<file path="config.mk">
export PLATFORM = sky130hd
export DESIGN_NAME = uart_tx
export DESIGN_NICKNAME = d
export VERILOG_FILES = /design/src/rtl/uart_tx.sv
export SDC_FILE = /design/constraint.sdc
export NUM_CORES = 1
export LEC_CHECK = 0
export ABC_AREA = 1
export CORE_AREA = 4 4 59 61
export CTS_CLUSTER_SIZE = 8
export DETAILED_ROUTE_END_ITERATION = 8
export DIE_AREA = 0 0 63 65
export GPL_TIMING_DRIVEN = 1
export PLACE_DENSITY = 0.74
export SETUP_SLACK_MARGIN = 0.2
export SLEW_MARGIN = 30
export SYNTH_ARGS = -nofsm -noshare
export SYNTH_HDL_FRONTEND = slang
export SYNTH_SLANG_ARGS = --single-unit
</file>
<file path="constraint.sdc">
create_clock -name clk -period 1.6 [get_ports clk]
set_input_delay 0.32 -clock clk [delete_from_list [all_inputs] [get_ports clk]]
set_output_delay 0.32 -clock clk [all_outputs]
set_load 0.02 [all_outputs]
</file>
<file path="src/rtl/uart_tx.sv">
`default_nettype none
// ============================================================================
// Module   : uart_tx
// Brief    : UART transmitter with a one-word holding register; frames are
//            start, LSB-first data, optional parity, and one or two stop bits.
// Revision : 1.0 - initial release
// ============================================================================
module uart_tx #(
    parameter int CLKS_PER_BIT = 16,
    parameter int DATA_BITS    = 8,
    parameter int PARITY_EN    = 0,
    parameter int PARITY_ODD   = 0,
    parameter int STOP_BITS    = 1
) (
    input  logic                 clk,
    input  logic                 rst,
    input  logic [DATA_BITS-1:0] tx_data,
    input  logic                 tx_valid,
    output logic                 tx_ready,
    output logic                 tx,
    output logic                 tx_busy
);

    localparam int                BAUD_W      = (CLKS_PER_BIT > 2) ? $clog2(CLKS_PER_BIT) : 1;
    localparam logic [BAUD_W-1:0] C_BAUD_LAST = BAUD_W'(CLKS_PER_BIT - 1);
    localparam logic [3:0]        C_DATA_LAST = 4'(DATA_BITS - 1);
    localparam logic [3:0]        C_STOP_LAST = 4'(STOP_BITS - 1);
    localparam logic              C_ODD       = (PARITY_ODD != 0);

    generate
        if (CLKS_PER_BIT < 2) begin : g_bad_clks_per_bit
            $error("uart_tx: CLKS_PER_BIT must be at least 2");
        end
        if (DATA_BITS < 5 || DATA_BITS > 9) begin : g_bad_data_bits
            $error("uart_tx: DATA_BITS must be in 5..9");
        end
        if (STOP_BITS != 1 && STOP_BITS != 2) begin : g_bad_stop_bits
            $error("uart_tx: STOP_BITS must be 1 or 2");
        end
    endgenerate

    typedef enum logic [2:0] {
        S_IDLE   = 3'd0,
        S_START  = 3'd1,
        S_DATA   = 3'd2,
        S_PARITY = 3'd3,
        S_STOP   = 3'd4
    } state_t;

    state_t                r_state,     w_state_next;
    logic [BAUD_W-1:0]     r_baud,      w_baud_next;
    logic [3:0]            r_bit,       w_bit_next;
    logic [DATA_BITS-1:0]  r_shift,     w_shift_next;
    logic                  r_parity,    w_parity_next;
    logic                  r_tx,        w_tx_next;
    logic [DATA_BITS-1:0]  r_hold,      w_hold_next;
    logic                  r_hold_full, w_hold_full_next;
    logic                  w_tick;
    logic                  w_load;
    logic                  w_accept;

    assign tx_ready = !r_hold_full && !rst;
    assign tx_busy  = (r_state != S_IDLE) || r_hold_full;
    assign tx       = r_tx;
    assign w_tick   = (r_baud == C_BAUD_LAST);
    assign w_accept = tx_valid && tx_ready;

    always_comb begin
        w_state_next  = r_state;
        w_baud_next   = r_baud;
        w_bit_next    = r_bit;
        w_shift_next  = r_shift;
        w_parity_next = r_parity;
        w_tx_next     = r_tx;
        w_load        = 1'b0;

        if (r_state != S_IDLE) begin
            w_baud_next = w_tick ? '0 : r_baud + BAUD_W'(1);
        end

        case (r_state)
            S_IDLE: begin
                w_tx_next = 1'b1;
                if (r_hold_full) begin
                    w_load = 1'b1;
                end
            end
            S_START: begin
                if (w_tick) begin
                    w_state_next = S_DATA;
                    w_tx_next    = r_shift[0];
                end
            end
            S_DATA: begin
                if (w_tick) begin
                    if (r_bit == C_DATA_LAST) begin
                        w_bit_next = '0;
                        if (PARITY_EN != 0) begin
                            w_state_next = S_PARITY;
                            w_tx_next    = r_parity;
                        end else begin
                            w_state_next = S_STOP;
                            w_tx_next    = 1'b1;
                        end
                    end else begin
                        // shifter[0] is the bit on the line, so [1] is the next one
                        w_bit_next   = r_bit + 4'd1;
                        w_shift_next = r_shift >> 1;
                        w_tx_next    = r_shift[1];
                    end
                end
            end
            S_PARITY: begin
                if (w_tick) begin
                    w_state_next = S_STOP;
                    w_tx_next    = 1'b1;
                end
            end
            S_STOP: begin
                if (w_tick) begin
                    if (r_bit == C_STOP_LAST) begin
                        w_bit_next = '0;
                        if (r_hold_full) begin
                            w_load = 1'b1;
                        end else begin
                            w_state_next = S_IDLE;
                        end
                    end else begin
                        w_bit_next = r_bit + 4'd1;
                    end
                end
            end
            default: begin
                w_state_next = S_IDLE;
                w_tx_next    = 1'b1;
            end
        endcase

        // Parity is computed once at load so the shifter is free to move
        if (w_load) begin
            w_state_next  = S_START;
            w_baud_next   = '0;
            w_bit_next    = '0;
            w_shift_next  = r_hold;
            w_parity_next = (^r_hold) ^ C_ODD;
            w_tx_next     = 1'b0;
        end
    end

    always_comb begin
        w_hold_next      = r_hold;
        w_hold_full_next = r_hold_full;
        // Load needs hold_full=1, which blocks acceptance, so these never collide
        if (w_load) begin
            w_hold_full_next = 1'b0;
        end else if (w_accept) begin
            w_hold_next      = tx_data;
            w_hold_full_next = 1'b1;
        end
    end

    always_ff @(posedge clk) begin
        if (rst) begin
            r_state     <= S_IDLE;
            r_baud      <= '0;
            r_bit       <= '0;
            r_shift     <= '0;
            r_parity    <= 1'b0;
            r_tx        <= 1'b1;
            r_hold      <= '0;
            r_hold_full <= 1'b0;
        end else begin
            r_state     <= w_state_next;
            r_baud      <= w_baud_next;
            r_bit       <= w_bit_next;
            r_shift     <= w_shift_next;
            r_parity    <= w_parity_next;
            r_tx        <= w_tx_next;
            r_hold      <= w_hold_next;
            r_hold_full <= w_hold_full_next;
        end
    end

endmodule
`default_nettype wire

</file>
* Word-level counts from Yosys, hierarchy flattened *
Cells that the tools add are included.

storage, ports and cells
  bits in registers = 29
  input port bits = 11
  output and inout bits = 3
  logic and storage cells = 82

operators by class
  add/subtract/negate cells = 2
  equal/unequal tests = 23
  mux-type cells = 29
  bitwise logic cells = 2
  reduce and logical (&&, ||, !) cells = 18

operators with widths
  operator               count
  $mux W8                4
  $mux W3                7
  $ne A3 B3 Y1 const B   7
  $mux W4                5
  $ne A2 B2 Y1 const B   10
  $reduce_and A8 Y1      2
  $pmux W3 S5            1
  $mux W1                9
  $add A4 B1 Y4 const B  2
  $pmux W4 S2            1
  $eq A3 B2 Y1 const B   2
  $reduce_and A3 Y1      2
  $reduce_bool A2 Y1     3
  $eq A4 B3 Y1 const B   1
  $eq A4 B4 Y1 const B   1
  $logic_not A4 Y1       1
  $pmux W1 S4            1
  $reduce_and A4 Y1      1
  $eq A3 B1 Y1 const B   1
  $eq A3 B3 Y1 const B   1
  $logic_not A3 Y1       1
  $reduce_bool A3 Y1     1
  $logic_and A1 B1 Y1    2
  $logic_not A1 Y1       2
  5 further kinds        6

* Longest topological paths before layout *
  depth in word-level cells = 6
  depth in mapped cells = 11
  mapped depth without buffers = 11

* Worst setup path before layout *
Ideal clock, no wire load.

  path type = register -> register
  start = register r_baud[0]
  end = register r_shift[1]
  setup time = 120 ps
  arrival time = 1416 ps
  required time = 1480 ps
  slack = 64 ps
  stages on the path, launching flop included = 8
  buffers on the path = 1
  period minus slack after synthesis = 1536 ps
  cell sequence = dfxtp_1 ha_1 nand3_1 a21oi_4 nand2_4 buf_6 o21ai_0 a21oi_2

between the ends
  longest elaborated chain between the ends = 5
  elaborated cells between the ends (all ways) = 8
  those cells by class = eq/ne: 2; mux: 3; reduce/logical: 3

RTL lines
  what                                                                        RTL line  source
  from (decl)                                                                 51        logic [BAUD_W-1:0] r_baud, w_baud_next;
  from (signal assigned)                                                      174       r_baud <= w_baud_next;
  $eq A4 B4 Y1 (*)                                                            65        assign w_tick = (r_baud == C_BAUD_LAST);
  $mux W1                                                                     120       if (w_tick) begin
  $pmux W1 S2                                                                 81        case (r_state)
  $ne A2 B2 Y1 (no source line) / $reduce_bool A2 Y1 (equally long branches)  --
  $reduce_and A3 Y1 (no source line)                                          --
  to (signal assigned)                                                        176       r_shift <= w_shift_next;
  to (decl)                                                                   53        logic [DATA_BITS-1:0] r_shift, w_shift_next;

Mark *: on every way between the ends. The rest lies on a longest branch, timed or not.
A chain may end at the register's enable or synchronous reset.

* Worst setup path after layout *
  start = register r_state[1]
  end = register r_shift[0]

between the ends
  longest elaborated chain between the ends = 4
  elaborated cells between the ends (all ways) = 9
  those cells by class = eq/ne: 3; mux: 2; reduce/logical: 4

RTL lines
  what                                                                        RTL line  source
  from (decl)                                                                 50        state_t r_state, w_state_next;
  from (signal assigned)                                                      173       r_state <= w_state_next;
  $eq A3 B3 Y1 / $logic_not A3 Y1 (equally long branches)                     81
  $pmux W1 S2                                                                 81
  $ne A2 B2 Y1 (no source line) / $reduce_bool A2 Y1 (equally long branches)  --
  $reduce_and A3 Y1 (no source line)                                          --

Several ways; a longest one is shown, not always the timed one.

==> out/results.ini <==
[drt]
route.final.wire_length_um = 4132
ant_nets = 0
dr.pass1.iters = 4
drt-wirelength-per-cell_um = 14.55
drt_via_density = 5.384
route.vias.total = 1529
drt_first_iter_violations = 61
drc_violations = 0

[sta]
timing.final.crit_period_ps = 1503
hold_ws_ps = 485.8
max_slew.worst_pin.slew_ps = 276.6
final.period_utilization = 0.9394
finalSetupTns_ps = 0
setup_repair_after_global_routing_missed_its_margin = true
top_achievable_clock_speed_ghz = 0.6653
finalHoldViolations = 0
slew-limit-headroom = 0.8137
fin_skew_ps = 9.868
min_setup_slack_post_route_ps = 96.99
timing_max_transition_violations_final = 0
setup_viol = 0

[cts]
clk-insertion-delay-late_ps = 340
clock_slew_at_the_register_clock_pins_of_the_worst_setup_and_hold_paths_ps = 100
cts_made_buffers = 5
post_cts_hold_buffer_count = 0
max-clock-path-buffers = 2
clk_root_buffer_cell = clkbuf_4
clock_tree.htree_level_count = 2
cts_tree = yes
total_clock_sinks = 29

[critical_path]
timing.critical_path.arrival_ps = 1750
critical_path_peak_fanout = 7
cp_common_cell = nand2_1
critical_path_class = reg2reg
critPathLaunchType = register
regToRegStartpoint = r_state[1]$_SDFFE_PP0P_
critPathLaunch = r_state[1]$_SDFFE_PP0P_
worst_path_dominant_cell_family = simple AND/OR/NAND/NOR gates
end_kind = register
max_stage_delay_ps = 350
worst-endpoint-required_ps = 1840
cp_cell_sequence = buf_4 -> inv_2 -> nand2_1 -> nor2_2 -> nand2_4 -> nand2_8 -> buf_8 -> nand3_2 -> nand2_1 -> a21oi_1
worst_path_cell_with_the_longest_stage_delay = dfxtp_2
number_of_buffer_and_inverter_stages_on_the_critical_path = 3

[global_route]
grt.total_usage = 0.1855
antenna_found_initial = 0
number_of_global_route_vias_before_repair = 1332
grt_pass1_wl_um = 5947
grt_max_degree = 17
grt-ovfl-total = 0

[synth]
post_synth_instance_area_um2 = 1443
synth_seq_cells = 29
synth-main-ff-cell = dfxtp_1
yosysSeqAreaShare = 0.4024
async_reset_ff_frac = 0
synth.net_count = 216
yosys.cell_types.count = 29
netlist_instances = 202
number_of_synthesized_flops_with_an_enable_pin = 0
yosys_warnings = 0
postSynthAreaPerCell_um2 = 7.142

[die]
core_area_um2 = 2978
die_y_um = 65
start_util = 0.4845
floorplan.die_area_um2 = 4095
core.rowCount = 20
width_of_the_chip_um = 63
design.portCount = 14

[worst_hold_path]
timing.hold.worst.start = r_state[2]$_SDFFE_PP0P_
hold_path.class = reg2reg

[placement]
finalWeightedCongestion = 0.8551
placement.setup.worst_slack_ps = -197.2
detailed_place_hpwl_um = 2069
placement.io_buffers = 13

[power_and_ir_drop]
vdd_ir_drop_max_uv = 452.0
power.leakage_nw = 0.9064
p_per_area_nw_per_um2 = 805.5

[layout]
syn_to_final_growth_pct = 53.34
layout.filler_cells = 204
drive_gt1_frac = 0.4382
antennaDiodeCount = 0
finish.utilization = 0.7429
finalNetCount = 264

[run]
cap_viol_max_count = 0

[outcome]
outcome = completed

[cell usage in the layout (no fill, tap or decap), types with 3 or more instances in the layout]
cell type         n
a21oi_1          13
buf_4            22
buf_6             7
clkbuf_4          5
clkdlybuf4s50_1  10
dfxtp_1          22
dfxtp_2           6
inv_1            12
inv_2             9
nand2_1          46
nand2_2           9
nand2_4           6
nand2_8           4
nand3_1           9
nand3_2           9
nand3_4           3
nand4_1           4
nor2_1            9
nor2_2            4
nor2_4            5
o21ai_0           8
o31ai_1           3
[sequential cells by signal (all words and copies together) (netlist names)]
signal,flops
r_hold,8
r_bit,4
r_shift,8
r_hold_full,1
r_baud,4
tx,1
r_state,3
[Yosys cell counts (2+ instances only)]
cell type,n,area [um^2]
nand2_2,3,18.77
dfxtp_1,29,580.6
a21oi_1,14,70.07
o21ai_0,10,50.05
o31ai_1,3,22.52
inv_1,21,78.83
nand4_1,4,25.02
ha_1,3,37.54
nand2_4,3,33.78
clkbuf_1,2,7.510
nand3_1,21,105.1
nor2_1,16,60.06
nor3b_1,2,15.01
nand2_1,56,210.2
[report_power, final]
part | switching [mW] | internal (mW) | leakage [nW]
clock network | 0.275 | 0.254 | 0.0413
logic | 0.247 | 0.208 | 0.625
registers | 0.0303 | 0.768 | 0.241
[final timing paths]
path | to | slack [ps] | cells past startpoint
worst min-delay path | r_state[2]$_SDFFE_PP0P_ | 490 | 2
worst min register to register | r_state[2]$_SDFFE_PP0P_ | 490 | 2
worst max-delay path | r_shift[0]$_SDFFE_PP0P_ | 100 | 10
worst max register to register | r_shift[0]$_SDFFE_PP0P_ | 100 | 10
[worst register-to-register path: cells and delay by family, from the launching register on]
| kind | cells | cell delay, ps |
|---|---|---|
| buf+inv | 3 | 350 |
| simple gates | 6 | 640 |
| compound gates | 1 | 60 |
| flops | 1 | 350 |
[cells by family after synthesis]
| family | synth area share |
|---|---|
| AOI/OAI and AO/OA | 0.1258 |
| and+or+nand+nor | 0.3643 |
| adders and majority gates | 0.02602 |
| DFF | 0.4024 |
| xor gates and xnor gates | 0.006072 |
| buffers and inverters | 0.07546 |
[timing repair]
item,4_1_cts,5_1_grt
pin swaps,7,21
endpoints found under the setup margin,24,22
setup buffers,9,4
hold endpoints to repair,0,0
resized for setup,35,54
gates cloned,3,0
[layer usage]
metal,share of wire,vias to the layer above,global-route usage
met5,0,-,0
met4,0.022,0,0.07438
li1,-,762,-
met2,0.52,39,0.3136
met3,0.050,10,0.05893
met1,0.41,718,0.2170
[final cells by class]
cell class	count	area (um^2)	area share
inverters	22	85.08	0.03846
multi-input cells	150	1051	0.4751
clock inverters	1	5.005	0.002262
well taps	33	41.29	0.01867
flip-flops and latches	29	591.8	0.2675
repair buffers	42	372.9	0.1686
clock buffers	7	65.06	0.02941
[per-stage QoR]
step	area [um^2]	power [mW]	cells
finish	2212	1.782	284
floorplan	1469	0.9940	202
detailed placement	1734	1.110	260
global placement	1734	1.104	260
global route	2212	1.867	284
CTS	1984	1.685	280
(Power assumes the default switching activity.)
